**config.mk**
```make
export PLATFORM = sky130hd
export DESIGN_NAME = and_if
export DESIGN_NICKNAME = d
export VERILOG_FILES = /design/src/rtl/and_if.sv
export SDC_FILE = /design/constraint.sdc
export NUM_CORES = 1
export LEC_CHECK = 0
export ABC_AREA = 1
export CORE_UTILIZATION = 41
export CTS_BUF_LIST = sky130_fd_sc_hd__clkbuf_16
export CTS_CLUSTER_SIZE = 30
export DETAILED_ROUTE_END_ITERATION = 16
export MAX_ROUTING_LAYER = met4
export PLACE_DENSITY = 0.77
export SETUP_SLACK_MARGIN = 0.05
export SLEW_MARGIN = 20
export SYNTH_ARGS = -nofsm -noshare
export SYNTH_HDL_FRONTEND = slang
export SYNTH_SLANG_ARGS = --single-unit
```
**constraint.sdc**
```tcl
create_clock -name clk -period 1.4 [get_ports clk]
set_clock_uncertainty 0.05 [all_clocks]
set_input_delay 0.21 -clock clk [delete_from_list [all_inputs] [get_ports clk]]
set_output_delay 0.21 -clock clk [all_outputs]
set_load 0.02 [all_outputs]
```
**src/rtl/and_if.sv**
```systemverilog
// and_if: registered bitwise AND of two WIDTH-bit operands.
// The result path is a 2-entry FIFO (output register plus skid register)
// with valid/ready handshakes on both sides.
// Optional feature: define AND_IF_PARITY_EN to add output y_par, the
// XOR-reduction of y, stored and qualified alongside y_zero.
module and_if #(
    parameter int WIDTH = 4
) (
    input  logic             clk,
    input  logic             rst,
    input  logic [WIDTH-1:0] a,
    input  logic [WIDTH-1:0] b,
    input  logic             in_valid,
    output logic             in_ready,
    output logic [WIDTH-1:0] y,
    output logic             y_zero,
    output logic             out_valid,
    input  logic             out_ready
`ifdef AND_IF_PARITY_EN
    ,
    output logic             y_par
`endif
);

    // Each stored entry is {parity (optional), zero flag, result}.
`ifdef AND_IF_PARITY_EN
    localparam int PAR_W = 1;
`else
    localparam int PAR_W = 0;
`endif
    localparam int ENTRY_W = WIDTH + 1 + PAR_W;

    logic [ENTRY_W-1:0] head_q, head_d;   // entry presented on y
    logic [ENTRY_W-1:0] skid_q, skid_d;   // second entry, held under backpressure
    logic [1:0]         count_q, count_d; // entries held: 0, 1 or 2
    logic               in_ready_q, in_ready_d;
    logic               out_valid_q, out_valid_d;

    logic [WIDTH-1:0]   and_res;
    logic [ENTRY_W-1:0] new_entry;
    logic               push;
    logic               pop;

    // Build the entry for the incoming pair; flags are computed at accept time.
    always_comb begin
        and_res = a & b;
`ifdef AND_IF_PARITY_EN
        new_entry = {^and_res, ~|and_res, and_res};
`else
        new_entry = {~|and_res, and_res};
`endif
    end

    assign push = in_valid & in_ready_q;
    assign pop  = out_valid_q & out_ready;

    // Next-state for the two FIFO slots, occupancy and handshake flags.
    always_comb begin
        // NOTE: every signal gets a default first so no path leaves one unassigned (which would infer a latch).
        head_d  = head_q;
        skid_d  = skid_q;
        count_d = count_q;
        case (count_q)
            2'd0: begin
                if (push) begin
                    head_d  = new_entry;
                    count_d = 2'd1;
                end
            end
            2'd1: begin
                if (push && pop) begin
                    // Pass-through: the new result replaces the departing one, no bubble.
                    head_d = new_entry;
                end else if (push) begin
                    skid_d  = new_entry;
                    count_d = 2'd2;
                end else if (pop) begin
                    // Empty output reads as zero.
                    head_d  = '0;
                    count_d = 2'd0;
                end
            end
            2'd2: begin
                // in_ready is low here, so only a pop can happen.
                if (pop) begin
                    head_d  = skid_q;
                    skid_d  = '0;
                    count_d = 2'd1;
                end
            end
            default: begin
                head_d  = '0;
                skid_d  = '0;
                count_d = 2'd0;
            end
        endcase
        in_ready_d  = (count_d != 2'd2);
        out_valid_d = (count_d != 2'd0);
    end

    // State registers with synchronous reset that overrides any transfer.
    always_ff @(posedge clk) begin
        // NOTE: sequential state uses non-blocking assignments so all registers update together at the edge.
        if (rst) begin
            head_q      <= '0;
            skid_q      <= '0;
            count_q     <= 2'd0;
            in_ready_q  <= 1'b1;
            out_valid_q <= 1'b0;
        end else begin
            head_q      <= head_d;
            skid_q      <= skid_d;
            count_q     <= count_d;
            in_ready_q  <= in_ready_d;
            out_valid_q <= out_valid_d;
        end
    end

    assign in_ready  = in_ready_q;
    assign out_valid = out_valid_q;
    assign y         = head_q[WIDTH-1:0];
    assign y_zero    = head_q[WIDTH];
`ifdef AND_IF_PARITY_EN
    assign y_par     = head_q[WIDTH+1];
`endif

endmodule

```
-- Word-level counts from Yosys, hierarchy flattened
Index checks and enable logic that the tools add are counted.
- bits of input ports: 12
- word-level logic and storage cells: 39
- register bits: 14
- output and inout port bits: 7
- reductions and logical operators: 7
- bitwise gates (word level): 4
- mux-type cells: 14
- equal/unequal tests: 9
- operators by type and width (kind ; count):
    $mux W5 ; 6
    $pmux W5 S3 ; 2
    $mux W2 ; 5
    $ne A2 B2 Y1 const B ; 5
    $reduce_and A4 Y1 ; 2
    $ne A3 B3 Y1 const B ; 2
    $pmux W2 S3 ; 1
    $and A4 B4 Y4 ; 1
    $reduce_or A4 Y1 ; 1
    $and A1 B1 Y1 ; 2
    $eq A2 B1 Y1 const B ; 1
    $eq A2 B2 Y1 const B ; 1
    $logic_not A2 Y1 ; 1
    $reduce_bool A2 Y1 ; 1
    $logic_and A1 B1 Y1 ; 1
    $logic_not A1 Y1 ; 1
    $not A1 Y1 ; 1

-- Logic depth before layout (Yosys ltp)
Gate-level depths: netlist of run 1.
- word-level depth: 6
- mapped depth: 8
- gate-level depth less buffers: 8

-- Worst setup path after synthesis of run 1
Ideal clock, no wire load.
- path type: reg2reg
- start: register out_valid_q, in the netlist out_valid
- end: register skid_q[4]
- buffers on the path: 0
- data arrival time: 1111 ps
- slack: 123 ps
- required time: 1234 ps
- period minus slack after synthesis: 1277 ps
- cell stages (with the launch flop): 6
- library setup time: 116 ps
- cells stage by stage: dfxtp_1 nand2_1 o21ai_2 nand2_1 a21oi_1 nor3_1
- cells in the longest elaborated chain, start to end: 4
- elaborated cells between the ends (all ways): 5
- classes of those cells: eq/ne: 2; bitwise: 1; reduce/logical: 2
- RTL lines (element ; RTL line ; RTL):
    start: declaration ; 37 ; logic out_valid_q, out_valid_d;
    start signal: assignment ; 115 ; out_valid_q <= out_valid_d;
    $and A1 B1 Y1 * ; 55 ; assign pop = out_valid_q & out_ready;
    $logic_and A1 B1 Y1 ; 71 ; if (push && pop) begin
    $ne A2 B2 Y1 (no line) ; -- ;
    $reduce_and A4 Y1 (no line) * ; -- ;
    end signal: assignment ; 112 ; skid_q <= skid_d;
    end: declaration ; 34 ; logic [ENTRY_W-1:0] skid_q, skid_d;
Mark *: on every way between the ends. The rest lies on a longest branch, timed or not.
A chain may end at the register's enable or synchronous reset.

-- Final worst setup path of run 1
- start: input port out_ready
- end: register head_q[3]
- cells in the longest elaborated chain, start to end: 4
- elaborated cells between the ends (all ways): 8
- classes of those cells: eq/ne: 3; mux: 2; bitwise: 1; reduce/logical: 2
- RTL lines (element ; RTL line ; RTL):
    start: declaration ; 18 ; input logic out_ready
    $and A1 B1 Y1 * ; 55 ;
    $logic_and A1 B1 Y1 ; 71 ;
    $ne A3 B3 Y1 (no line) / $mux W5 (equally long branches) ; -- ;
    $reduce_and A4 Y1 (no line) / $pmux W5 S3 (equally long branches) ; -- ;
    end signal: assignment ; 105 ; head_q <= '0;
    end signal: assignment ; 111 ; head_q <= head_d;
    end: declaration ; 33 ; logic [ENTRY_W-1:0] head_q, head_d;
Marked as above.

==> results of run 1 <==
## critical path, delay by kind of cell
family / cells / cell delay [ns]
buffers and inverters: 3 / 0.54
and+or+nand+nor: 4 / 0.47
AOI/OAI and AO/OA: 2 / 0.14
## stage by stage
step | power (uW) | hold slack (ns) | cell area (um^2) | TNS (ns) | cells
floorplan | 681 | 0.232 | 703 | 0 | 106
global placement | 821 | 0.406 | 945 | -0.879 | 145
detailed placement | 831 | 0.409 | 945 | -1.49 | 145
CTS | 1350 | 0.414 | 1010 | 0 | 149
global route | 1450 | 0.426 | 1040 | 0 | 149
finish | 1380 | 0.412 | 1040 | 0 | 149
## power groups by stage
stage          logic, uW  registers (uW)  clock network [uW]
2_1_floorplan        191             490                   0
5_1_grt              407             472                 566
3_5_place_dp         364             467                   0
6_report             375             468                 541
4_1_cts              354             458                 542
3_3_place_gp         354             467                   0
## layer usage
metal	vias to the layer above	track usage	share of wire
li1	398	-	-
met1	372	0.270	0.43
met2	39	0.321	0.46
met3	7	0.0625	0.093
met4	0	0.113	0.022
met5	-	-	0
## registers in the layout, indices dropped and copies added (netlist names)
name	flops
in_ready	1
count_q	2
head_q	5
out_valid	1
skid_q	5
## what timing repair did
item / CTS / global route
resized for setup: 7 / 11
buffers inserted: 0 / 0
pin swaps: 0 / 3
endpoints found under the setup margin: 7 / 9
## worst min-delay path by stage
stage | end
CTS | head_q[2]$_SDFFE_PP0P_
global route | head_q[2]$_SDFFE_PP0P_
global placement | skid_q[1]$_SDFFE_PP0P_
finish | head_q[2]$_SDFFE_PP0P_
detailed placement | head_q[2]$_SDFFE_PP0P_
floorplan | count_q[1]$_SDFF_PP0_
## area by class of cell
type	count	area share
clock buffer	3	0.0719
clock inverter	1	0.00359
inverter	7	0.0251
multi-input combinational	84	0.402
sequential	14	0.271
tap	16	0.0192
timing repair buffer	24	0.207
## placed cells by master (no fill, tap or decap)
cell and count:
o21ai_2 3, nand2_2 3, o21ai_1 1, nor3_1 2, inv_2 7, nand2_1 35
nand3_1 13, o21ai_0 1, dlygate4sd2_1 7, nor2_2 6, buf_4 6, clkdlybuf4s50_1 11
clkinv_1 1, dfxtp_2 2, nor2_1 3, clkbuf_16 3, a21oi_1 13, nor2_4 4
dfxtp_1 12
## logic make-up after synthesis
| group | Yosys count | synth area share |
|---|---|---|
| simple gates | 66 | 0.415 |
| compound gates | 18 | 0.144 |
| flops | 14 | 0.399 |
| buf+inv | 8 | 0.0427 |
## synthesized netlist by cell type
library cell / instances
inv_1: 1
nor2_4: 1
nor2_2: 6
nand2_2: 1
inv_2: 6
nand2_1: 37
a21oi_1: 13
dfxtp_1: 14
clkbuf_1: 1
o21ai_1: 1
o21ai_2: 3
nor2_1: 6
nand3_1: 13
nor3_1: 2
o21ai_0: 1
==> results.md, run 1 <==
- Outcome: complete, but fails checks
- Violated checks: DRC
- Post-DRT Antenna Nets: 0
- Reg2Reg Depth: 8
- Dpl ws: -0.181 ns
- Worst R2R Setup Slack: ~0.15 ns
- Syn Nets: between 100 and 150
- Initial Utilization: 0.451
- Switching Power: roughly 420 uW
- CP startpoint kind: primary input
- Die outline area: approximately 1900 um^2
- IO Port Bufs: 18
- GRT Overall Usage: 0.218
- RSZ-0062 raised after global routing: true
- CP arrival: approximately 1.4 ns
- Synth top area share: 0.399
- Fin crit share: 0.922
- Row cnt: 14
- Layout cells sized above 1: 0.256
- R2r endpoint: head_q[3]$_SDFFE_PP0P_
- Sequential area share after synthesis: 0.399
- Avg WL per Cell: between 10 and 15 um
- First-pass detailed-route iteration total: 10
- Switching part of the total power: 0.305
- VDD IR max: 976 uV
- GRT overflow: 0
- Critical path class: primary input to flip-flop
- PD cells: around 1300 nW/um^2
- Slowest-stage cell, CP: clkdlybuf4s50_1
- Clock Sinks: 14
- Worst Path Max Fanout: 6
- Synth-to-layout area growth: 48.6%
- Cell variety after synth: 15
- CP required: 1.48 ns
- Clock slew at reported path FFs: about 0.050 ns
- Leak Pwr: about 0.00044 uW
- Starting DRT DRC Count: 21
- Vias in the first global route: around 700
- Initial antenna violation count: 0
- Max Cap Viol: 0
- Clock share of power: 0.391
- Syn_area_per_cell: roughly 6.6 um^2
- Die height: 43.4 um
- Max H-tree Level: 1
- CTS Buffer Depth: 2
- Placeable Area: 1560 um^2
- Cts hold-fix bufs: 0
- Die width: 43.4 um
- Power Internal: between 900 and 1000 uW
- Num CTS Buffers: 3
- Power share of the sequential group: 0.338
- Slew Limit Fails: 0
- Logic gate share of total power: 0.271
- HP Class: flip-flop to flip-flop
- Net total in the final layout: about 150
- Clock Latency Late Sink: roughly 0.24 ns
- Final WL: roughly 1.9 mm
- CTS root buf: clkbuf_16
- GPL Wtd Cong: 0.854
- Area of the multi-input gates: about 420 um^2
- Via count: roughly 800
- DRC: 2
- Fin worst setup slack: between 0.1 and 0.15 ns
- Fmax: 0.774 GHz
- CTS tree: built
- Sequential cell area: ~280 um^2
- Most area-consuming cells after synthesis: dfxtp_1 40%, nand2_1 20%, a21oi_1 9.3%
- Crit-path max cell delay: roughly 0.41 ns
- Final min period: 1.29 ns
- Top Ports: 19
- Drt via density: roughly 5.5
- Synthesized flop and latch total: 14
- Setup crit end kind: flip-flop
- Post-route core utilization: 0.670
- Critical Path Source: out_ready
- Yosys warning count: 0
- R2r startpoint: count_q[0]$_SDFF_PP0_
- Crit path cell chain: clkdlybuf4s50_1, nand2_2, inv_2, nor2_2, o21ai_2, nand2_2, inv_2, nand2_1, a21oi_1
- Final Setup Violations: 0
- Post-detail-place hpwl: 1.40 mm
- Final Hold Fails: 0
- Largest net degree at the start of global routing: 11
- Rel. slew slack: 0.853
- First-pass GRT wire length: ~2.8 mm
- Hold_sp: head_q[2]$_SDFFE_PP0P_
- Synthesized cell area: between 700 and 800 um^2
- Cell accounting for the most synthesized area: dfxtp_1
- Critical Path End: head_q[3]$_SDFFE_PP0P_
- WHS Path Cells: 2
- Syn Inst Count: 106
- Fillers: approximately 120
- Slew of the pin with the lowest slew margin: around 0.22 ns
- Ant. Diodes: 0
No activity file was read; power rests on OpenSTA's default activity.
==> run 2: changes to the inputs <==
REMOVE_ABC_BUFFERS = 1   (was default)
==> run 2 against run 1 <==
The run still ends with DRC left. First-iteration DRC count up 90%. Critical endpoint is now skid_q[4]$_SDFFE_PP0P_. Non-clock buffer count rose by 1. Largest cell class unchanged. Combinational power grew 4%. Via count decreased by 1.6%. Final area rose by 2.5%. Hold slack got worse by 0.0015 ns. Sequential power about the same. Worst setup slack better by 0.015 ns.
==> results.md, run 2 (same netlist as run 1, synthesis figures left out) <==
- Outcome: complete, but fails checks
- Violated checks: DRC
- Largest net degree at the start of global routing: 11 (unchanged)
- Avg WL per Cell: 12.5 um (-0.98%)
- Final min period: 1.28 ns (-0.0152 ns)
- Commonest non-fill, non-tap cell in the layout: nand2_1
- CTS tree: built
- Num CTS Buffers: 3 (unchanged)
- Starting DRT DRC Count: 40 (+90%)
- Leak Pwr: 0.000460 uW (+4.6%)
- IO Port Bufs: 18 (unchanged)
- Ant. Diodes: 0 (unchanged)
- Post-DRT Antenna Nets: 0 (unchanged)
- Setup_tns: 0 ns (unchanged)
- RSZ-0062 raised after global routing: false
- Switching Power: 428 uW (+1.4%)
- Net total in the final layout: 147 (+0.68%)
- VDD IR max: 750 uV (-23%)
- GRT overflow: 0 (unchanged)
- DRC: 2 (unchanged)
- Placement Cell Area: 952 um^2 (+0.79%)
- First-pass detailed-route iteration total: 10 (unchanged)
- WHS: 0.410 ns (-0.00147 ns)
- Post-CTS Setup Repair Bufs: 0 (unchanged)
- Clock share of power: 0.385 (-0.006)
- Vias in the first global route: 739 (+5.1%)
- Commonest cells after routing, fill and taps aside: 35 x nand2_1, 13 x nand3_1, 12 x a21oi_1, 12 x dfxtp_1, 10 x clkdlybuf4s50_1
- Initial antenna violation count: 0 (unchanged)
- Fmax: 0.784 GHz (+1.2%)
- Drt via density: 5.35 (-2.2%)
- Power share of the sequential group: 0.336 (-0.002)
- Worst Path Max Fanout: 5 (-1)
- Final Setup Violations: 0 (unchanged)
- Critical path class: primary input to flip-flop
- Rel. slew slack: 0.847 (-0.00626)
- Die width: 43.4 um (unchanged)
- CP startpoint kind: primary input
- Synth-to-layout area growth: 52.3%
- Worst R2R Setup Slack: 0.13 ns (-0.02 ns)
- Setup crit end kind: flip-flop
- Slew of the pin with the lowest slew margin: 0.230 ns (+0.0115 ns)
- PD cells: 1310 nW/um^2 (-1.4%)
- GRT Overall Usage: 0.218 (+0.000507)
- CP arrival: 1.36 ns (-0.02 ns)
- Slew Limit Fails: 0 (unchanged)
- Post-route cell area: 1070 um^2 (+2.5%)
- Clock Latency Late Sink: 0.24 ns (about the same)
- Final WL: 1.87 mm (-0.32%)
- Post-route core utilization: 0.687 (+0.0169)
- Switching part of the total power: 0.306 (+0.000912)
- Final Hold Fails: 0 (unchanged)
- Fin crit share: 0.911 (-0.0109)
- Max H-tree Level: 1 (unchanged)
- Initial Utilization: 0.451 (unchanged)
- Post-detail-place hpwl: 1.32 mm (-5.3%)
- Via count: 803 (-1.6%)
- First-pass GRT wire length: 2.97 mm (+5.4%)
- CP required: 1.48 ns (about the same)
- Die outline area: 1880 um^2 (unchanged)
- CTS Buffer Depth: 2 (unchanged)
- Logic gate share of total power: 0.279 (+0.008)
- Clock Sinks: 14 (unchanged)
- Layout cells sized above 1: 0.269 (+0.0130)
- Clock slew at reported path FFs: 0.04 ns (about the same)
- Biggest registers after layout: head_q (5), skid_q (5), count_q (2)
- CTS root buf: clkbuf_16
- Row cnt: 14 (unchanged)
- HP Class: flip-flop to flip-flop
- Top Ports: 19 (unchanged)
- Power Internal: 970 uW (+0.95%)
- Die height: 43.4 um (unchanged)
- Max Cap Viol: 0 (unchanged)
- Placeable Area: 1560 um^2 (unchanged)
- GPL Wtd Cong: 0.830 (-2.7%)
[run 2: cell count changes in the layout (fill, tap and decap cells not counted), sizes merged]
cell / delta
dlymetal6s2s: +1
buf: +1
clkdlybuf4s50: -1
[run 2: repair_timing]
action                                 in CTS  in global routing
setup endpoints to repair                   7                 12
gates resized for setup                     7                 16
hold buffers                                0                  0
endpoints found under the hold margin       0                  0
pin swaps                                   0                  2
[run 2: final cells by class]
class | count | area, um^2
Sequential cell | 14 | 285
Tap cell | 16 | 20.0
Timing Repair Buffer | 25 | 226
Clock buffer | 3 | 75.1
Multi-Input combinational cell | 84 | 434
Fill cell | 119 | 488
Clock inverter | 1 | 3.75
Inverter | 7 | 26.3
[run 2: power by group through the flow]
stage	clock (uW)	sequential [uW]	combinational, uW
finish	539	470	390
global route	564	475	424
CTS	540	459	359
detailed placement	0	467	366
global placement	0	467	360
floorplan	0	490	188
[run 2: critical path, stage by stage]
cell             delay (ns)
clkdlybuf4s50_1        0.49
nand2_2                0.10
nand2_1                0.15
nand2_1                0.16
a21oi_1                0.17
nor3_1                 0.06
[run 2: worst paths after layout]
path                                 end                   start  cells past startpoint
hold / removal    head_q[3]$_SDFFE_PP0P_  head_q[3]$_SDFFE_PP0P_                      2
setup / recovery  skid_q[4]$_SDFFE_PP0P_                in_valid                      6
setup reg to reg    out_valid$_SDFF_PP0_   count_q[1]$_SDFF_PP0_                      8
hold reg to reg   head_q[3]$_SDFFE_PP0P_  head_q[3]$_SDFFE_PP0P_                      2
[run 2: metal layers]
metal,vias to the layer above,global-route usage,routed length (um)
met2,35,0.318,825
met5,-,-,0
met1,355,0.277,861
met4,0,0.100,40
li1,406,-,-
met3,7,0.0667,141
[run 2: per-stage QoR]
step / setup slack [ns] / power, uW / instances
3_3_place_gp: -0.142 / 826 / 146
2_1_floorplan: 0.123 / 678 / 105
3_5_place_dp: -0.178 / 833 / 146
5_1_grt: 0.0416 / 1460 / 150
6_report: 0.124 / 1400 / 150
4_1_cts: 0.0547 / 1360 / 150
==> run 3: changes to the inputs <==
GPL_ROUTABILITY_DRIVEN = 0   (was default)
==> results of run 3 <==
No change in the layout: final DEF, timing and power equal those of run 2.
